<file path="config.mk">
export PLATFORM = sky130hd
export DESIGN_NAME = vram_access_ctrl
export DESIGN_NICKNAME = d
export VERILOG_FILES = /design/src/rtl/vram_access_ctrl.sv
export SDC_FILE = /design/constraint.sdc
export NUM_CORES = 1
export LEC_CHECK = 0
export ABC_AREA = 0
export CAP_MARGIN = 20
export CORE_MARGIN = 1.5
export CORE_UTILIZATION = 25
export CTS_BUF_LIST = sky130_fd_sc_hd__clkbuf_2
export DETAILED_ROUTE_END_ITERATION = 10
export PLACE_DENSITY = 0.5
export SLEW_MARGIN = 20
export SYNTH_ARGS = -nofsm -noshare
export SYNTH_HDL_FRONTEND = slang
export SYNTH_SLANG_ARGS = --single-unit
</file>
<file path="constraint.sdc">
create_clock -name i_MCLK -period 2 [get_ports i_MCLK]
set_clock_uncertainty 0.15 [all_clocks]
set_input_delay 0.2 -clock i_MCLK [delete_from_list [all_inputs] [get_ports i_MCLK]]
set_output_delay 0.2 -clock i_MCLK [all_outputs]
set_load 0.01 [all_outputs]
</file>
<file path="src/rtl/vram_access_ctrl.sv">
// Single-bank VRAM initiator: arbitrates a level-handshake CPU port against
// a pulse-request video fetch port, alternating grants whenever both are waiting.
module vram_access_ctrl #(
  parameter int AW = 12,
  parameter int DW = 8
) (
  input  logic          i_MCLK,
  input  logic          i_RST,
  input  logic          i_CPU_REQ,
  input  logic          i_CPU_WE,
  input  logic [AW-1:0] i_CPU_ADDR,
  input  logic [DW-1:0] i_CPU_DIN,
  output logic          o_CPU_ACK,
  output logic [DW-1:0] o_CPU_DOUT,
  input  logic          i_VID_REQ,
  input  logic [AW-1:0] i_VID_ADDR,
  output logic [DW-1:0] o_VID_DOUT,
  output logic          o_VID_VALID,
  output logic [AW-1:0] o_SRAM_ADDR,
  output logic [DW-1:0] o_SRAM_DIN,
  output logic          o_SRAM_WR_n,
  output logic          o_SRAM_RD_n,
  input  logic [DW-1:0] i_SRAM_DOUT
);

  typedef enum logic [2:0] {
    IDLE    = 3'd0,
    VID_RD  = 3'd1,
    VID_CAP = 3'd2,
    CPU_RD  = 3'd3,
    CPU_CAP = 3'd4,
    CPU_WR  = 3'd5
  } state_t;

  state_t        state_q, state_d;
  logic          vid_pend_q, vid_pend_d;
  logic [AW-1:0] vid_addr_q, vid_addr_d;
  logic          last_vid_q, last_vid_d;
  logic [AW-1:0] sram_addr_q, sram_addr_d;
  logic [DW-1:0] sram_din_q, sram_din_d;
  logic          wr_n_q, wr_n_d;
  logic          rd_n_q, rd_n_d;
  logic          cpu_ack_q, cpu_ack_d;
  logic [DW-1:0] cpu_dout_q, cpu_dout_d;
  logic [DW-1:0] vid_dout_q, vid_dout_d;
  logic          vid_valid_q, vid_valid_d;
  logic          cpu_ok_s;

  // Next-state, arbitration and output-register update
  always_comb begin
    state_d     = state_q;
    vid_pend_d  = vid_pend_q;
    vid_addr_d  = vid_addr_q;
    last_vid_d  = last_vid_q;
    sram_addr_d = sram_addr_q;
    sram_din_d  = sram_din_q;
    wr_n_d      = wr_n_q;
    rd_n_d      = rd_n_q;
    cpu_dout_d  = cpu_dout_q;
    vid_dout_d  = vid_dout_q;
    vid_valid_d = 1'b0;
    cpu_ack_d   = cpu_ack_q & i_CPU_REQ;
    cpu_ok_s    = i_CPU_REQ & ~cpu_ack_q;

    case (state_q)
      IDLE: begin
        if (vid_pend_q && (!cpu_ok_s || !last_vid_q)) begin
          sram_addr_d = vid_addr_q;
          rd_n_d      = 1'b0;
          vid_pend_d  = 1'b0;
          last_vid_d  = 1'b1;
          state_d     = VID_RD;
        end else if (cpu_ok_s) begin
          sram_addr_d = i_CPU_ADDR;
          last_vid_d  = 1'b0;
          if (i_CPU_WE) begin
            sram_din_d = i_CPU_DIN;
            wr_n_d     = 1'b0;
            state_d    = CPU_WR;
          end else begin
            rd_n_d  = 1'b0;
            state_d = CPU_RD;
          end
        end else begin
          state_d = IDLE;
        end
      end
      VID_RD: begin
        rd_n_d  = 1'b1;
        state_d = VID_CAP;
      end
      VID_CAP: begin
        vid_dout_d  = i_SRAM_DOUT;
        vid_valid_d = 1'b1;
        state_d     = IDLE;
      end
      CPU_RD: begin
        rd_n_d  = 1'b1;
        state_d = CPU_CAP;
      end
      CPU_CAP: begin
        cpu_dout_d = i_SRAM_DOUT;
        cpu_ack_d  = 1'b1;
        state_d    = IDLE;
      end
      CPU_WR: begin
        wr_n_d    = 1'b1;
        cpu_ack_d = 1'b1;
        state_d   = IDLE;
      end
      default: begin
        wr_n_d  = 1'b1;
        rd_n_d  = 1'b1;
        state_d = IDLE;
      end
    endcase

    // Evaluated after the accept so a pulse on the accept edge stays pending
    if (i_VID_REQ) begin
      vid_pend_d = 1'b1;
      vid_addr_d = i_VID_ADDR;
    end else begin
      vid_addr_d = vid_addr_q;
    end
  end

  // State and output registers with asynchronous reset
  always_ff @(posedge i_MCLK or posedge i_RST) begin
    if (i_RST) begin
      state_q     <= IDLE;
      vid_pend_q  <= 1'b0;
      vid_addr_q  <= {AW{1'b0}};
      last_vid_q  <= 1'b0;
      sram_addr_q <= {AW{1'b0}};
      sram_din_q  <= {DW{1'b0}};
      wr_n_q      <= 1'b1;
      rd_n_q      <= 1'b1;
      cpu_ack_q   <= 1'b0;
      cpu_dout_q  <= {DW{1'b0}};
      vid_dout_q  <= {DW{1'b0}};
      vid_valid_q <= 1'b0;
    end else begin
      state_q     <= state_d;
      vid_pend_q  <= vid_pend_d;
      vid_addr_q  <= vid_addr_d;
      last_vid_q  <= last_vid_d;
      sram_addr_q <= sram_addr_d;
      sram_din_q  <= sram_din_d;
      wr_n_q      <= wr_n_d;
      rd_n_q      <= rd_n_d;
      cpu_ack_q   <= cpu_ack_d;
      cpu_dout_q  <= cpu_dout_d;
      vid_dout_q  <= vid_dout_d;
      vid_valid_q <= vid_valid_d;
    end
  end

  assign o_CPU_ACK   = cpu_ack_q;
  assign o_CPU_DOUT  = cpu_dout_q;
  assign o_VID_DOUT  = vid_dout_q;
  assign o_VID_VALID = vid_valid_q;
  assign o_SRAM_ADDR = sram_addr_q;
  assign o_SRAM_DIN  = sram_din_q;
  assign o_SRAM_WR_n = wr_n_q;
  assign o_SRAM_RD_n = rd_n_q;

endmodule

</file>
## After elaboration in Yosys (flattened, before gate mapping)

Cells that the tools add are included.

| cells by class | value |
|---|---|
| add/subtract/negate cells | 0 |
| multiply operators | 0 |
| divide/modulo/power cells | 0 |
| $lt $le $gt $ge | 0 |
| equality and inequality tests | 10 |
| shift-type cells | 0 |
| mux-type cells | 21 |
| bitwise gates (word level) | 6 |
| reductions and logical operators | 16 |

Operators by type and width:

| operator | number |
|---|---|
| $mux W12 | 2 |
| $mux W1 | 13 |
| $mux W3 | 3 |
| $pmux W3 S3 | 1 |
| $reduce_and A4 Y1 | 2 |
| $eq A3 B2 Y1 const B | 2 |
| $eq A3 B3 Y1 const B | 2 |
| $ne A2 B2 Y1 const B | 3 |
| $ne A3 B3 Y1 const B | 2 |
| $reduce_bool A2 Y1 | 3 |
| $not A1 Y1 | 4 |
| $pmux W1 S2 | 2 |
| $reduce_and A2 Y1 | 2 |
| $reduce_or A4 Y1 | 1 |
| $eq A3 B1 Y1 const B | 1 |
| $logic_not A3 Y1 | 1 |
| $reduce_and A3 Y1 | 1 |
| $reduce_or A3 Y1 | 1 |
| $and A1 B1 Y1 | 2 |
| $logic_not A1 Y1 | 2 |
| $reduce_or A2 Y1 | 1 |
| $logic_and A1 B1 Y1 | 1 |
| $logic_or A1 B1 Y1 | 1 |

| storage, ports and cells | value |
|---|---|
| flip-flop bits (word level) | 57 |
| bits in latches | 0 |
| memory bits (writable) | 0 |
| memory bits (read-only) | 0 |
| input port bits | 45 |
| word-level logic and storage cells | 65 |
| memories kept | 0 |

## Depth between registers and ports, before layout

Gate-level depths: netlist of run 1.

| depth | value |
|---|---|
| depth in word-level cells | 8 |
| gate-level depth with buffers | 7 |
| depth with buffers taken out | 4 |

## Worst setup path after synthesis of run 1

Ideal clock, no wire load.

| timing | value |
|---|---|
| kind | register to register |
| from | reg cpu_ack_q (netlist: o_CPU_ACK) |
| to | reg sram_din_q[0] (netlist: o_SRAM_DIN[0]) |
| setup time | 0.125 ns |
| arrival | 1.509 ns |
| setup slack | 0.215 ns |
| stages on the path, launching flop included | 7 |
| period minus slack after synthesis | 1.785 ns |
| cells stage by stage | dfrtp_1 > nand3b_1 > and2_4 > buf_6 > nor3b_2 > buf_6 > mux2_4 |

| on the way | value |
|---|---|
| longest elaborated chain between the ends | 7 |

RTL lines:

| item | RTL line | text |
|---|---|---|
| start, declared | 43 | `logic cpu_ack_q, cpu_ack_d;` |
| start signal, assigned | 151 | `cpu_ack_q <= cpu_ack_d;` |
| $not A1 Y1 (*) | 63 | `cpu_ok_s = i_CPU_REQ & ~cpu_ack_q;` |
| $and A1 B1 Y1 (*) | 63 |  |
| $logic_not A1 Y1 | 67 | `if (vid_pend_q && (!cpu_ok_s \|\| !last_vid_q)) begin` |
| $logic_or A1 B1 Y1 | 67 |  |
| $logic_and A1 B1 Y1 | 67 |  |
| $not A1 Y1 (no line) | n/a |  |
| $reduce_and A4 Y1 (no line) (*) | n/a |  |
| end signal, assigned | 135 | `sram_din_q <= {DW{1'b0}};` |
| end signal, assigned | 148 | `sram_din_q <= sram_din_d;` |
| end, declared | 40 | `logic [DW-1:0] sram_din_q, sram_din_d;` |

Every way passes the cells marked *; elsewhere a longest branch is shown, timed or not.
A chain may end at the register's enable or synchronous reset.

## Final worst setup path of run 1

| timing | value |
|---|---|
| from | reg state_q[0] |
| to | reg sram_din_q[4] (netlist: o_SRAM_DIN[4]) |

| on the way | value |
|---|---|
| longest elaborated chain between the ends | 2 |

RTL lines:

| item | RTL line | text |
|---|---|---|
| start, declared | 35 | `state_t state_q, state_d;` |
| start signal, assigned | 143 | `state_q <= state_d;` |
| $logic_not A3 Y1 | 65 | `case (state_q)` |
| $reduce_and A4 Y1 (no line) | n/a |  |

Every way passes these cells.

==> flow_summary.toml, run 1 <==
[place]
place.detailed.hpwl_mm = 3.51
dpl.cell_count = 374
gp_congestion = 0.735
io_buffers = 84
place_ws_ns = 0.0282

[floorplan]
die_h_um = 99.5
core-area_um2 = 9150
pin_count = 85
num_rows = 35
initial_core_util = 0.255
die_w_um = 99.5
dieArea_um2 = 9910

[run]
drv_cap = 0

[sta]
report.final.slew_viol_count = 0
finalSetupViolations = 0
finalWorstSetupSlack_ns = 0.177
max_freq_mhz = 549
worst_pin_slew_ns = 0.305
hold_viol = 0
rsz0062_at_grt = "no"
tns_ns = 0
finalCritPeriodShare = 0.912
slew_headroom = 0.796
period_needed_ns = 1.82

[worst_setup_path]
crit_chain = "nor3_4 -> nand2_2 -> nor3b_2 -> buf_4 -> mux2_4"
cp_slowest_cell = "dfrtp_1"
r2r_start = "state_q[0]"
critical-path-max-stage-delay_ns = 0.50
reg2reg_slack_ns = 0.18
crit_start = "state_q[0]"
crit_fanout = 10
critPathTopFamily = "simple AND/OR/NAND/NOR gates"
cp.required_ns = 2.20
crit_buf_inv = 1
cp-start-kind = "flip-flop"
crit_arrival_ns = 2.03
cp-end-kind = "flip-flop"
crit_type = "reg -> reg"
reg2regPathDepth = 5
reg2reg_to = "o_SRAM_DIN[4]"

[route]
ant_nets = 0
drt_wl_total_mm = 5.21
vias = 1685
via_per_inst = 4.31
drc = 0
post_drt_wl_per_cell_um = 13.3
first_iter_violations = 44
first_pass_iters = 4

[synthesis]
synthCells = 180
syn_area_um2 = 2330
yosysSeqAreaShare = 0.613
yosysUniqueCellTypes = 27
yosysWarnings = 0
synth_top_area_frac = 0.591
synthTopCellsByArea = "dfrtp_1, mux2_2, mux2_4"
ys_ff_latch = 57
synth_nets = 225
syn_avg_cell_area_um2 = 12.9
yosysTopAreaCell = "dfrtp_1"
async_flop_share = 1.00
synth-main-ff-cell = "dfrtp_1"
synth_commonest_cells = "dfrtp_1, nand2_1, mux2_2"
synth.most_common_cell = "dfrtp_1"
synth_enable_flop_cells = 0

[power]
p_per_area_nw_per_um2 = 1520
power.leakage_nw = 1.50
peakVddDrop_mv = 0.455

[global_route]
grt_pass1_vias = 1651
track_usage = 0.112
gr-total-overflow = 0
grt_pass1_wl_mm = 8.45
antenna_found_initial = 0
grt_max_degree = 58

[outcome]
status = "finished, final reports clean"

[clocking]
insertion_delay_ns = 0.45
cts_tree = "done"
post-cts-setup-buffers = 0
cts_root_buf = "clkbuf_2"
clk_pin_slew_ns = 0.16
htreeDepth = 3
cts_sinks = 57
clk_path_buf_depth = 2
cts-buffers-inserted = 9

[min_path]
hold_end = "o_SRAM_ADDR[4]"
hold_class = "in -> reg"
hold_depth = 3
min_from = "i_CPU_ADDR[4]"

[layout]
num-nets-final = 320
antenna_cells = 0
drive_gt1_frac = 0.246
synthToLayoutAreaGrowth_pct = 50.6
stdcell_count = 391
[kinds of logic (layout without fill, tap and decap cells)]
logic type | count (synthesis) | in the layout | share of synthesized area
simple gates | 52 | 52 | 0.105
buf+inv | 13 | 113 | 0.0349
flops | 57 | 57 | 0.613
mux | 36 | 36 | 0.187
compound gates | 22 | 22 | 0.0596
[how the worst max path moves through the flow]
stage	to	slack (ns)	cells after the start
floorplan	o_SRAM_DIN[0]	0.22	6
global placement	o_SRAM_DIN[4]	0.06	6
detailed placement	o_SRAM_DIN[3]	0.03	6
CTS	o_SRAM_RD_n	0.02	1
global route	o_SRAM_DIN[0]	0.06	5
finish	o_SRAM_DIN[4]	0.18	5
[placed cells by master (no fill, tap or decap)]
master / count
clkdlybuf4s50_1: 82
nand3b_1: 1
clkbuf_2: 10
buf_4: 7
dfrtp_1: 55
and2_4: 1
dlygate4sd3_1: 1
mux2_4: 8
dlymetal6s2s_1: 2
o21ai_0: 4
o32ai_1: 1
o21a_1: 1
buf_12: 2
clkinvlp_4: 1
inv_1: 2
nand2_2: 1
nor2_1: 12
nand2_1: 31
nor3_4: 1
nor3_2: 1
and2b_1: 2
a31oi_1: 12
nor3b_2: 2
clkinv_2: 1
inv_2: 1
clkinv_1: 1
bufinv_16: 3
a21oi_1: 1
a21o_1: 2
mux2_2: 28
dfstp_2: 2
a211oi_1: 1
[cell type report]
type	count	area, µm²
clock inverters	6	106
repair buffers	94	948
flip-flops and latches	57	1430
multi-input cells	110	825
inverters	3	11.3
fillers	887	5640
well taps	111	139
clock buffers	10	50.0
[worst reg2reg max path: cells and delay by family (launching register included)]
kind | cells | cell delay, ns
buf+inv | 1 | 0.23
flops | 1 | 0.50
mux | 1 | 0.31
simple gates | 3 | 0.53
[metal layers]
layer | global-route usage | part of all wire | up-vias | routed length, µm
met5 | 0 | 0 | - | 0
met4 | 0.0553 | 0.016 | 0 | 85
met3 | 0.0330 | 0.056 | 10 | 291
met2 | 0.179 | 0.47 | 54 | 2450
met1 | 0.139 | 0.46 | 813 | 2380
li1 | - | - | 808 | -
[report_power, final]
group / internal [mW] / switching, mW
Clock: 0.539 / 0.430
Combinational: 1.43 / 1.01
Sequential: 1.65 / 0.297
Total: 3.61 / 1.73
[state kept, by name, summed over array words and instances (netlist names)]
name and cells:
state_q 3, vid_addr_q 12, o_SRAM_WR_n 1, o_SRAM_ADDR 12, o_VID_VALID 1, o_SRAM_RD_n 1
o_VID_DOUT 8, vid_pend_q 1, o_CPU_ACK 1, o_SRAM_DIN 8, last_vid_q 1, o_CPU_DOUT 8
[stage by stage]
stage                     cell area (µm²)   util  power (mW)  hold WS, ns
after floorplan                      2330      -        3.25        0.146
after CTS                            3500  0.383        5.45       0.0743
final                                3510  0.383        5.35        0.145
after global placement               3340  0.365        4.43        0.325
after detailed placement             3340  0.365        4.46        0.334
after global routing                 3510  0.383        5.73       0.0861
[what timing repair did]
| item | 4_1_cts | 5_1_grt |
|---|---|---|
| endpoints found under the setup margin | 0 | 2 |
| hold buffers | 1 | 0 |
| hold endpoints to repair | 55 | 0 |
| resized for setup | 0 | 2 |
No activity file was read; power rests on OpenSTA's default activity.
==> run 2, diff against run 1 <==
CAP_MARGIN = not set   (was 20)
==> results of run 2 <==
Final layout, timing and power as in run 1 (identical DEF).
